**config.mk**
```make
export PLATFORM = sky130hd
export DESIGN_NAME = mac_accum
export DESIGN_NICKNAME = d
export VERILOG_FILES = /design/src/rtl/mac_accum.sv
export SDC_FILE = /design/constraint.sdc
export NUM_CORES = 1
export LEC_CHECK = 0
export CAP_MARGIN = 20
export CORE_UTILIZATION = 55
export DETAILED_ROUTE_END_ITERATION = 8
export PLACE_DENSITY = 0.91
export SKIP_LAST_GASP = 1
export SYNTH_ARGS = -nofsm -noshare
export SYNTH_HDL_FRONTEND = slang
export SYNTH_SLANG_ARGS = --single-unit
```
**constraint.sdc**
```tcl
create_clock -name clk -period 8.26 [get_ports clk]
set_input_delay 0.826 -clock clk [delete_from_list [all_inputs] [get_ports clk]]
set_output_delay 0.826 -clock clk [all_outputs]
set_load 0.005 [all_outputs]
```
**src/rtl/mac_accum.sv**
```systemverilog
// mac_accum -- streaming multiply-accumulate back end.
//
// Sums TAPS consecutive signed 32-bit products from the partial-product
// combiner into one frame result. The result is arithmetic-shifted right by
// SHIFT and reduced to OUT_W bits. It is then offered on a valid/ready port.
// The frame counter restarts on every final accept, so the accumulator never
// needs clearing between frames.
//
// Optional build macro:
//   MAC_ACCUM_SAT_EN  when defined, width reduction saturates to the OUT_W
//                     signed range. When undefined, the upper bits are
//                     truncated (wrap). ovf_o flags the overflow either way.
//
// Ports:
//   clk, rst_n   rising-edge clock, asynchronous active-low reset
//   prod_i       signed product from the combiner
//   prod_valid   prod_i valid this cycle
//   prod_ready   block accepts prod_i this cycle (combinational)
//   clear_i      synchronous abort of the partial frame; also clears ovf_o
//   out_data     signed, scaled and reduced frame sum
//   out_valid    out_data valid
//   out_ready    consumer accepts out_data
//   ovf_o        sticky overflow flag (cleared by clear_i or reset)
//   cnt_o        products accepted so far in the current frame

module mac_accum #(
    parameter int TAPS  = 8,
    parameter int ACC_W = 40,
    parameter int SHIFT = 0,
    parameter int OUT_W = 32
) (
    input  logic             clk,
    input  logic             rst_n,
    input  logic [31:0]      prod_i,
    input  logic             prod_valid,
    output logic             prod_ready,
    input  logic             clear_i,
    output logic [OUT_W-1:0] out_data,
    output logic             out_valid,
    input  logic             out_ready,
    output logic             ovf_o,
    output logic [7:0]       cnt_o
);

    typedef enum logic {
        ACC  = 1'b0,  // no result pending
        HOLD = 1'b1   // result presented, waiting for out_ready
    } state_t;

    localparam logic [7:0] LAST = 8'(TAPS - 1);

    state_t                   state, state_next;
    logic signed [ACC_W-1:0]  acc, acc_next;
    logic [7:0]               cnt, cnt_next;
    logic [OUT_W-1:0]         out_data_next;
    logic                     ovf_next;

    logic                     accept;
    logic                     last;
    logic signed [ACC_W-1:0]  prod_ext;
    logic signed [ACC_W-1:0]  acc_sum;
    logic signed [ACC_W-1:0]  shifted;
    logic [ACC_W-OUT_W:0]     upper;      // discarded bits plus the new sign bit
    logic                     wrap_ovf;
    logic [OUT_W-1:0]         reduced;

    // A pending result can be released in the same cycle that a new final
    // accept overwrites it, so input is accepted whenever out_ready is high.
    assign prod_ready = (state == ACC) | out_ready;
    assign out_valid  = (state == HOLD);
    assign cnt_o      = cnt;

    assign accept   = prod_valid & prod_ready;
    assign last     = (cnt == LAST);
    assign prod_ext = ACC_W'($signed(prod_i));

    // cnt==0 marks the first product of a frame, so the stale sum is ignored.
    assign acc_sum  = ((cnt == 8'd0) ? '0 : acc) + prod_ext;
    assign shifted  = acc_sum >>> SHIFT;

    // The result fits in OUT_W bits only if every bit from OUT_W-1 upward
    // is a copy of the sign.
    assign upper    = shifted[ACC_W-1:OUT_W-1];
    assign wrap_ovf = !((&upper) || !(|upper));

`ifdef MAC_ACCUM_SAT_EN
    assign reduced = !wrap_ovf        ? shifted[OUT_W-1:0] :
                     shifted[ACC_W-1] ? {1'b1, {(OUT_W-1){1'b0}}} :
                                        {1'b0, {(OUT_W-1){1'b1}}};
`else
    assign reduced = shifted[OUT_W-1:0];
`endif

    always_comb begin
        // NOTE: every output of this block gets a default first. A path that
        // leaves one unassigned would otherwise infer a latch.
        state_next    = state;
        acc_next      = acc;
        cnt_next      = cnt;
        out_data_next = out_data;
        ovf_next      = ovf_o;

        if (state == HOLD && out_ready) begin
            state_next = ACC;
        end

        // A clear discards any product taken in the same cycle. A pending
        // result is still delivered.
        if (clear_i) begin
            cnt_next = 8'd0;
            ovf_next = 1'b0;
        end else if (accept) begin
            if (last) begin
                cnt_next      = 8'd0;
                out_data_next = reduced;
                state_next    = HOLD;
                if (wrap_ovf) begin
                    ovf_next = 1'b1;
                end
            end else begin
                acc_next = acc_sum;
                cnt_next = cnt + 8'd1;
            end
        end
    end

    // NOTE: state registers use non-blocking assignments only, so every flop
    // samples the pre-edge values regardless of statement order.
    always_ff @(posedge clk or negedge rst_n) begin
        if (!rst_n) begin
            state    <= ACC;
            acc      <= '0;
            cnt      <= 8'd0;
            out_data <= '0;
            ovf_o    <= 1'b0;
        end else begin
            state    <= state_next;
            acc      <= acc_next;
            cnt      <= cnt_next;
            out_data <= out_data_next;
            ovf_o    <= ovf_next;
        end
    end

endmodule

```
==> results of run 1 <==
==> synthesized netlist by cell type (2+ instances only) <==
cell | n | share of area [%]
mux2_2 | 32 | 6.4
or4_1 | 2 | 0.27
or2_2 | 3 | 0.33
and3_1 | 9 | 1.0
ha_1 | 41 | 9.1
xnor2_1 | 23 | 3.6
a21o_1 | 18 | 2.4
and2_1 | 7 | 0.78
inv_1 | 9 | 0.60
dfrtp_1 | 82 | 36
buf_1 | 2 | 0.13
o21a_1 | 6 | 0.80
a21oi_1 | 39 | 3.5
nand2b_1 | 6 | 0.67
nand3_1 | 17 | 1.5
or3_1 | 4 | 0.44
nor2_1 | 27 | 1.8
a31oi_1 | 6 | 0.67
clkbuf_1 | 21 | 1.4
nor3_1 | 9 | 0.80
mux2i_1 | 2 | 0.36
nand2_1 | 139 | 9.3
a211oi_1 | 8 | 1.1
o31ai_1 | 2 | 0.27
xor2_1 | 15 | 2.3
nand4_1 | 3 | 0.33
nor4b_1 | 2 | 0.31
nor2b_1 | 43 | 4.8
o211ai_1 | 3 | 0.40
o21bai_1 | 4 | 0.53
o21ai_0 | 39 | 3.5
==> critical path, stage by stage (launching register included) <==
cell	delay (ns)
dfrtp_1	0.45
or4_1	0.59
nor4b_2	0.26
buf_4	0.43
nor2b_1	0.10
ha_1	0.24
fa_1	0.42
a21o_1	0.22
a221oi_4	0.32
nor3_1	0.13
o211a_1	0.25
o31a_1	0.35
o21ai_0	0.36
mux2_2	0.41
a21o_1	0.16
nor4_1	0.30
a211oi_1	0.12
==> through the flow <==
| stage | hold slack [ns] | total power [mW] |
|---|---|---|
| finish | 0.424 | 1.26 |
| CTS | 0.476 | 1.26 |
| global placement | 0.450 | 0.965 |
| global route | 0.459 | 1.34 |
| floorplan | 0.438 | 0.855 |
| detailed placement | 0.456 | 0.992 |
==> final cells by class <==
| type | instances | area, µm² | share of cell area, % |
|---|---|---|---|
| multi-input combinational | 530 | 3460 | 51.6 |
| sequential | 82 | 2050 | 30.5 |
| timing repair buffer | 83 | 831 | 12.4 |
| tap | 133 | 166 | 2.48 |
| clock buffer | 11 | 141 | 2.10 |
| inverter | 9 | 33.8 | 0.503 |
| clock inverter | 5 | 30.0 | 0.447 |
==> flip-flops by register name, summed over array words and instances (netlist names) <==
signal,flops
cnt_o,8
out_data,32
ovf_o,1
acc,40
out_valid,1
==> metal layers <==
layer,vias up,share of wire [%]
met5,-,0
met4,0,3.0
met3,44,5.3
met2,156,48
met1,2419,44
li1,2392,-
==> logic make-up (layout without fill, tap and decap cells) <==
family          count (synthesis)  after routing  synth area share [%]
flops                          82             82                  36.5
fa+ha+maj                      42             42                  9.47
mux                            34             34                  6.76
simple gates                  274            274                  22.7
compound gates                142            142                  16.5
xor+xnor                       38             38                  5.91
buf+inv                        33            108                  2.22
==> power by group <==
group	leakage [nW]	total (mW)	internal, mW	switching (mW)
clock	0.0851	0.263	0.116	0.147
sequential	1.06	0.498	0.466	0.0324
combinational	2.03	0.499	0.217	0.282
==> final timing paths <==
path                          start  depth (start not counted)      endpoint  slack [ns]
max                        cnt_o[5]                         16         ovf_o        2.96
min                           rst_n                          1       acc[12]        0.42
max reg2reg                cnt_o[5]                         16         ovf_o        2.96
min reg2reg                 acc[33]                          2       acc[33]        0.47
max in group asynchronous     rst_n                          2  out_data[30]        7.23
min in group clk            acc[33]                          2       acc[33]        0.47
==> flow_metrics.tcl, run 1 <==
set metrics [dict create \
    ys_ff_latch 82 \
    netlist_area_um2 5630 \
    synth_nets 724 \
    fin_ws_ns 2.96 \
    dp.cells 836 \
    die_area_um2 10600 \
    gp_congestion 0.904 \
    drtIter0Drc 255 \
    grt_max_degree 83 \
    start_kind "flop" \
    worst_slew_margin_rel_pct 34.0 \
    final.period_utilization_pct 64.1 \
    ys_async_sr_fraction_pct 100 \
    worstSetupPathType "flop to flop" \
    ir_drop_uv 90.2 \
    fill_cells 787 \
    cp.required_ns 8.48 \
    finalMaxSlewViolations 0 \
    grt_pass1_vias 4897 \
    leakagePower_nw 3.18 \
    cts_tree "built" \
    avgSynthCellArea_um2 8.73 \
    ios 80 \
    max_freq_ghz 0.189 \
    grt_overflow_total 0 \
    finalNonFillerCells 853 \
    cts.path.max_buffers 2 \
    tightest_slew_ns 0.989 \
    cts_made_buffers 9 \
    power_density_nw_per_um2 188 \
    grt.met3_usage_pct 5.97 \
    wl_mm 13.8 \
    status "completed" \
    placed_cell_area_um2 6530 \
    vias_per_cell 5.87 \
    diodes 0 \
    final_cell_mix "nand2_1 (139), dfrtp_1 (82), clkdlybuf4s50_1 (78)" \
    setup_tns_ns 0 \
    cts.sinks 82 \
    clk_pin_slew_ns 0.09 \
    busiest_layer "met2" \
    grtUsageMet1_pct 34.0 \
    post-cts-setup-buffer-count 0 \
    stdcell_area_um2 6720 \
    die_w_um 103 \
    hpwl_mm 10.1 \
    hold_path_class "primary input to asynchronous set/reset pin" \
    place_ws_ns 3.06 \
    start_util_pct 57.1 \
    clock_latency_ns 0.37 \
    synthFlopType "dfrtp_1" \
    cts_hold_buf 0 \
    ys_seq_area_share_pct 36.5 \
    ant_nets 0 \
    setup_viol 0 \
    nets 794 \
    final_util_pct 68.1 \
    grt_pass1_wl_mm 22.8 \
    met2_usage_pct 47.0 \
    period_needed_ns 5.30 \
    grtUsageTotal_pct 27.7 \
    synth_cell_types 53 \
    std_cell_rows 36 \
    crit_fanout 40 \
    drv.max_cap_violation_count 0 \
    drc 0 \
    wl_per_cell_um 16.2 \
    coreArea_um2 9860 \
    grt_setup_unrepaired "no" \
    first_pass_iters 4 \
    cts.htree.levels 3 \
    die_h_um 103 \
    final_common_cell "nand2_1" \
    cts_resized 0 \
    root_buffer "clkbuf_8" \
    drive_above_1_share_pct 8.33 \
    ys_warn_count 0 \
    port_buffers 79 \
    fin_worst_skew_ns 0.0106 \
    synth-edff-count 0 \
    vias 5011 \
    area_growth_pct 19.3 \
    cp-end-kind "flop" \
    antenna_found_initial 0 \
    synth_cells 645 \
    hold_viol_final 0 \
    cp.arrival_ns 5.51 \
]
(Power assumes the default switching activity.)
==> run 2: changes to the inputs <==
==> constraint.sdc (replaced) <==
create_clock -name clk -period 5.3 [get_ports clk]
set_input_delay 0.53 -clock clk [delete_from_list [all_inputs] [get_ports clk]]
set_output_delay 0.53 -clock clk [all_outputs]
set_load 0.005 [all_outputs]
==> run 2 against run 1 <==
Compared with the run above: sequential share of layout area down 0.24 points; largest power group is now sequential cells; via count fell by 0.44%; routed wire length shrank 3.7%; combinational power is 56% higher; register-to-register slack lost 2.6 ns; non-clock buffer count is 2 higher; clock skew is 0.00095 ns higher; critical endpoint unchanged.
==> flow_metrics.tcl, run 2 (synthesis results as in run 1) <==
set metrics [dict create \
    grt_pass1_wl_mm 22.4 \
    finalMaxSlewViolations 0 \
    ir_drop_uv 174 \
    tightest_slew_ns 0.957 \
    worst_slew_margin_rel_pct 36.1 \
    grt_overflow_total 0 \
    clkPwrFrac_pct 22.4 \
    clk_pin_slew_ns 0.08 \
    cts_tree "built" \
    power_density_nw_per_um2 295 \
    crit_fanout 24 \
    final_cell_mix "nand2_1 (139), dfrtp_1 (82), clkdlybuf4s50_1 (78)" \
    area_growth_pct 20.3 \
    netSwitchingFraction_pct 35.7 \
    setup_viol 0 \
    worstSetupPathType "flop to flop" \
    worst_r2r_path_depth 15 \
    cts.path.max_buffers 2 \
    hold_viol_final 0 \
    p_comb_share_pct 38.8 \
    ant_nets 0 \
    grt_max_degree 83 \
    antenna_found_initial 0 \
    cp-end-kind "flop" \
    cts.sinks 82 \
    hpwl_mm 9.79 \
    r2r-end "ovf_o" \
    root_buffer "clkbuf_8" \
    clock_latency_ns 0.36 \
    drive_above_1_share_pct 8.17 \
    max_freq_ghz 0.203 \
    fin_ws_ns 0.379 \
    port_buffers 79 \
    r2r-start "cnt_o[5]" \
    status "completed" \
    diodes 0 \
    startpoint "cnt_o[5]" \
    hp-start "acc[21]" \
    gp_congestion 0.962 \
    die_h_um 103 \
    place_ws_ns 0.290 \
    grtUsageTotal_pct 27.0 \
    switchingPower_mw 0.714 \
    multi_input_area_um2 3470 \
    ios 80 \
    leakagePower_nw 3.20 \
    nets 796 \
    post-cts-setup-buffer-count 0 \
    largest_reg_flops 40 \
    period_needed_ns 4.92 \
    die_w_um 103 \
    wl_per_cell_um 15.6 \
    final_common_cell "nand2_1" \
    grt_pass1_vias 4964 \
    cp.required_ns 5.50 \
    top_register "acc" \
    std_cell_rows 36 \
    hold_path_class "flop to flop" \
    drtIter0Drc 285 \
    hold_path_depth 2 \
    setup_tns_ns 0 \
    wl_mm 13.3 \
    p_seq_share_pct 38.8 \
    first_pass_iters 5 \
    fill_cells 727 \
    grt_setup_unrepaired "no" \
    cts_made_buffers 9 \
    regToRegSetupSlack_ns 0.38 \
    coreArea_um2 9860 \
    fin_worst_skew_ns 0.0115 \
    vias_per_cell 5.84 \
    drv.max_cap_violation_count 0 \
    cp.arrival_ns 5.13 \
    p_int_mw 1.29 \
    p_total_mw 2.00 \
    cts.htree.levels 3 \
    hold-path-endpoint "acc[21]" \
    start_kind "flop" \
    start_util_pct 57.1 \
    die_area_um2 10600 \
    vias 4989 \
    seq_area_um2 2050 \
    final.period_utilization_pct 92.8 \
    drc 0 \
]
run 2: worst max path at each step:
stage	endpoint	slack, ns	depth (start not counted)
after floorplan	ovf_o	0.21	17
after global placement	ovf_o	0.48	15
after detailed placement	ovf_o	0.29	15
after CTS	ovf_o	0.24	15
after global routing	ovf_o	0.07	15
final	ovf_o	0.38	15
run 2: per-layer routing:
metal,track usage (%),share of wire (%),vias up
li1,-,-,2395
met1,34.0,44,2365
met2,46.5,49,191
met3,4.00,5.0,38
met4,11.1,2.4,0
met5,0,0,-
run 2: area by class of cell:
| cell class | count | area share [%] |
|---|---|---|
| timing repair buffer | 85 | 12.7 |
| tap | 133 | 2.46 |
| multi-input combinational | 530 | 51.3 |
| clock inverter | 4 | 0.776 |
| inverter | 9 | 0.499 |
| clock buffer | 12 | 2.00 |
| sequential | 82 | 30.3 |
run 2: power groups by stage:
stage / logic [mW] / registers [mW] / clock network (mW)
floorplan: 0.560 / 0.773 / 0
global placement: 0.724 / 0.781 / 0
detailed placement: 0.755 / 0.788 / 0
CTS: 0.761 / 0.777 / 0.453
global route: 0.861 / 0.789 / 0.478
finish: 0.776 / 0.776 / 0.449
run 2: timing repair:
item                                    CTS  global route
gates resized for setup                   0             2
endpoints found under the setup margin    0             1
endpoints found under the hold margin     0             7
hold buffers                              0             1
run 2: worst max-delay path, stage by stage, from the launching register on:
cell and delay [ns]:
dfrtp_1 0.44, or4_1 0.62, nor4b_4 0.36, buf_6 0.28, nor2b_1 0.09, ha_1 0.38, and3_1 0.22, a221oi_4 0.34
nor3_1 0.13, o211a_1 0.25, o31a_1 0.35, o21ai_0 0.32, mux2_2 0.41, a21o_1 0.16, nor4_1 0.28, a211oi_1 0.12
run 2: metrics by stage:
step	utilization [%]	cells	hold slack (ns)	area [µm²]
6_report	68.6	855	0.473	6770
5_1_grt	68.6	855	0.498	6770
2_1_floorplan	-	645	0.234	5630
3_3_place_gp	66.2	837	0.450	6530
3_5_place_dp	66.2	837	0.454	6530
4_1_cts	68.1	853	0.375	6720
==> patch: new RTL, flow settings as in run 1 <==
One comparison of `cnt` changes from == to >=. Comments in the files are not updated.
--- a/src/rtl/mac_accum.sv
+++ b/src/rtl/mac_accum.sv
@@ -73,3 +73,3 @@
     assign accept   = prod_valid & prod_ready;
-    assign last     = (cnt == LAST);
+    assign last     = (cnt >= LAST);
     assign prod_ext = ACC_W'($signed(prod_i));
Behaviour: no difference found for any inputs over 4 cycles, from zero or initial values and one cycle with rst_n low; that may be too few to reach the edited logic, so the function may still have changed.
==> patch against run 1 <==
- clock power rose by 40%
- sequential cell count did not move
- critical path depth rose by 1
- critical path type unchanged
- clock skew fell by 2.6 ps
- largest cell class unchanged
- synthesized area rose by 0.38%
- power rose by 7.6%
- largest power group is now registers
- cell area rose by 0.99%
- setup slack improved by 490 ps
- wire length rose by 5.0%
- combinational power fell by 1%
- utilization rose by 0.67 points
==> patch: results <==
[run_status]
outcome = "finished clean"

[worst_setup_path]
crit_slowest_cell = "o41a_1"
cp_data_arrival_time_ps = 5060
cp-startpoint = "cnt_o[7]"
cpPeakStageDelay_ps = 550

[logic_synthesis]
synth_mux_area_share_pct = 0.5757
synth_nets = 780
async_flop_share_pct = 100.0
synth_commonest_cells = "228 x nand2_1, 82 x dfrtp_1, 43 x nor2b_1"
synth-xor-area-share_pct = 5.425
synth_cell_types = 63
synth_compound_area_share_pct = 17.27
ys_seq_area_share_pct = 36.32
yosys.area_share.adder_pct = 9.433
avgSynthCellArea_um2 = 8.061
synth.area.top_cells = "dfrtp_1 36%, nand2_1 15%, ha_1 9.1%, nor2b_1 4.8%, xnor2_1 3.7%"

[final_layout]
largest_reg_flops = 40
drive_above_1_share_pct = 4.569
fill_cells = 773
final_cell_area_um2 = 6784
nets = 841

[drt]
first_iter_violations = 265
met2_length_um = 7063
wl_per_cell_um = 16.15
via_per_inst = 5.835
wl_met1_um = 6256
first_pass_iters = 5
topRoutingLayerUsed = "met4"
wirelength_um = 14520
dr_wl_met3_um = 756

[global_route]
use_met2_pct = 48.80
grt.total_usage_pct = 28.83
grt_pass1_vias = 4990
grtUsageMet1_pct = 36.19
grt_pass1_wl_um = 23730
use_met3_pct = 5.511

[pwr]
pwr-share-seq_pct = 36.7
power_frac_clock_pct = 27.1
switching_power_w = 0.0004630
vdd_drop_max_uv = 142.5
p_per_area_nw_per_um2 = 199.9
leakagePower_nw = 3.370

[place]
dp_hpwl_um = 10420
placed_area_um2 = 6514
place.gp.congestion = 0.9358
io_buffers = 79
dp.cells = 883
pre_cts_ws_ps = 3596

[sta]
fin_skew_ps = 8.005
worst_slew_pin_slew_ps = 1020

[cts]
cts_max_level = 3
postCtsSetupBuffers = 0
patch: cell types whose count changed after synthesis, sizes merged, moves of 4 or more:
cell | before | now
nand2b | 6 | 10
or2 | 4 | 0
and3 | 9 | 2
o21ai | 39 | 33
o21a | 6 | 2
clkbuf | 21 | 32
mux2 | 32 | 2
nand4 | 3 | 10
nand3 | 17 | 8
xor2 | 15 | 11
nand2 | 139 | 228
patch: path summary, 6_finish.rpt:
path,to,slack (ps),cells after the start
setup / recovery,ovf_o,3460,17
hold / removal,acc[30],430,1
setup reg to reg,ovf_o,3460,17
hold reg to reg,acc[36],470,2
max in group asynchronous,out_data[10],7230,2
min in group clk,acc[36],470,2
patch: cell type report:
class / count / share of cell area, %
Clock inverter: 4 / 1.457
Multi-Input combinational cell: 577 / 50.81
Timing Repair Buffer: 84 / 12.36
Tap cell: 133 / 2.453
Sequential cell: 82 / 30.25
Clock buffer: 11 / 2.232
Inverter: 8 / 0.4426
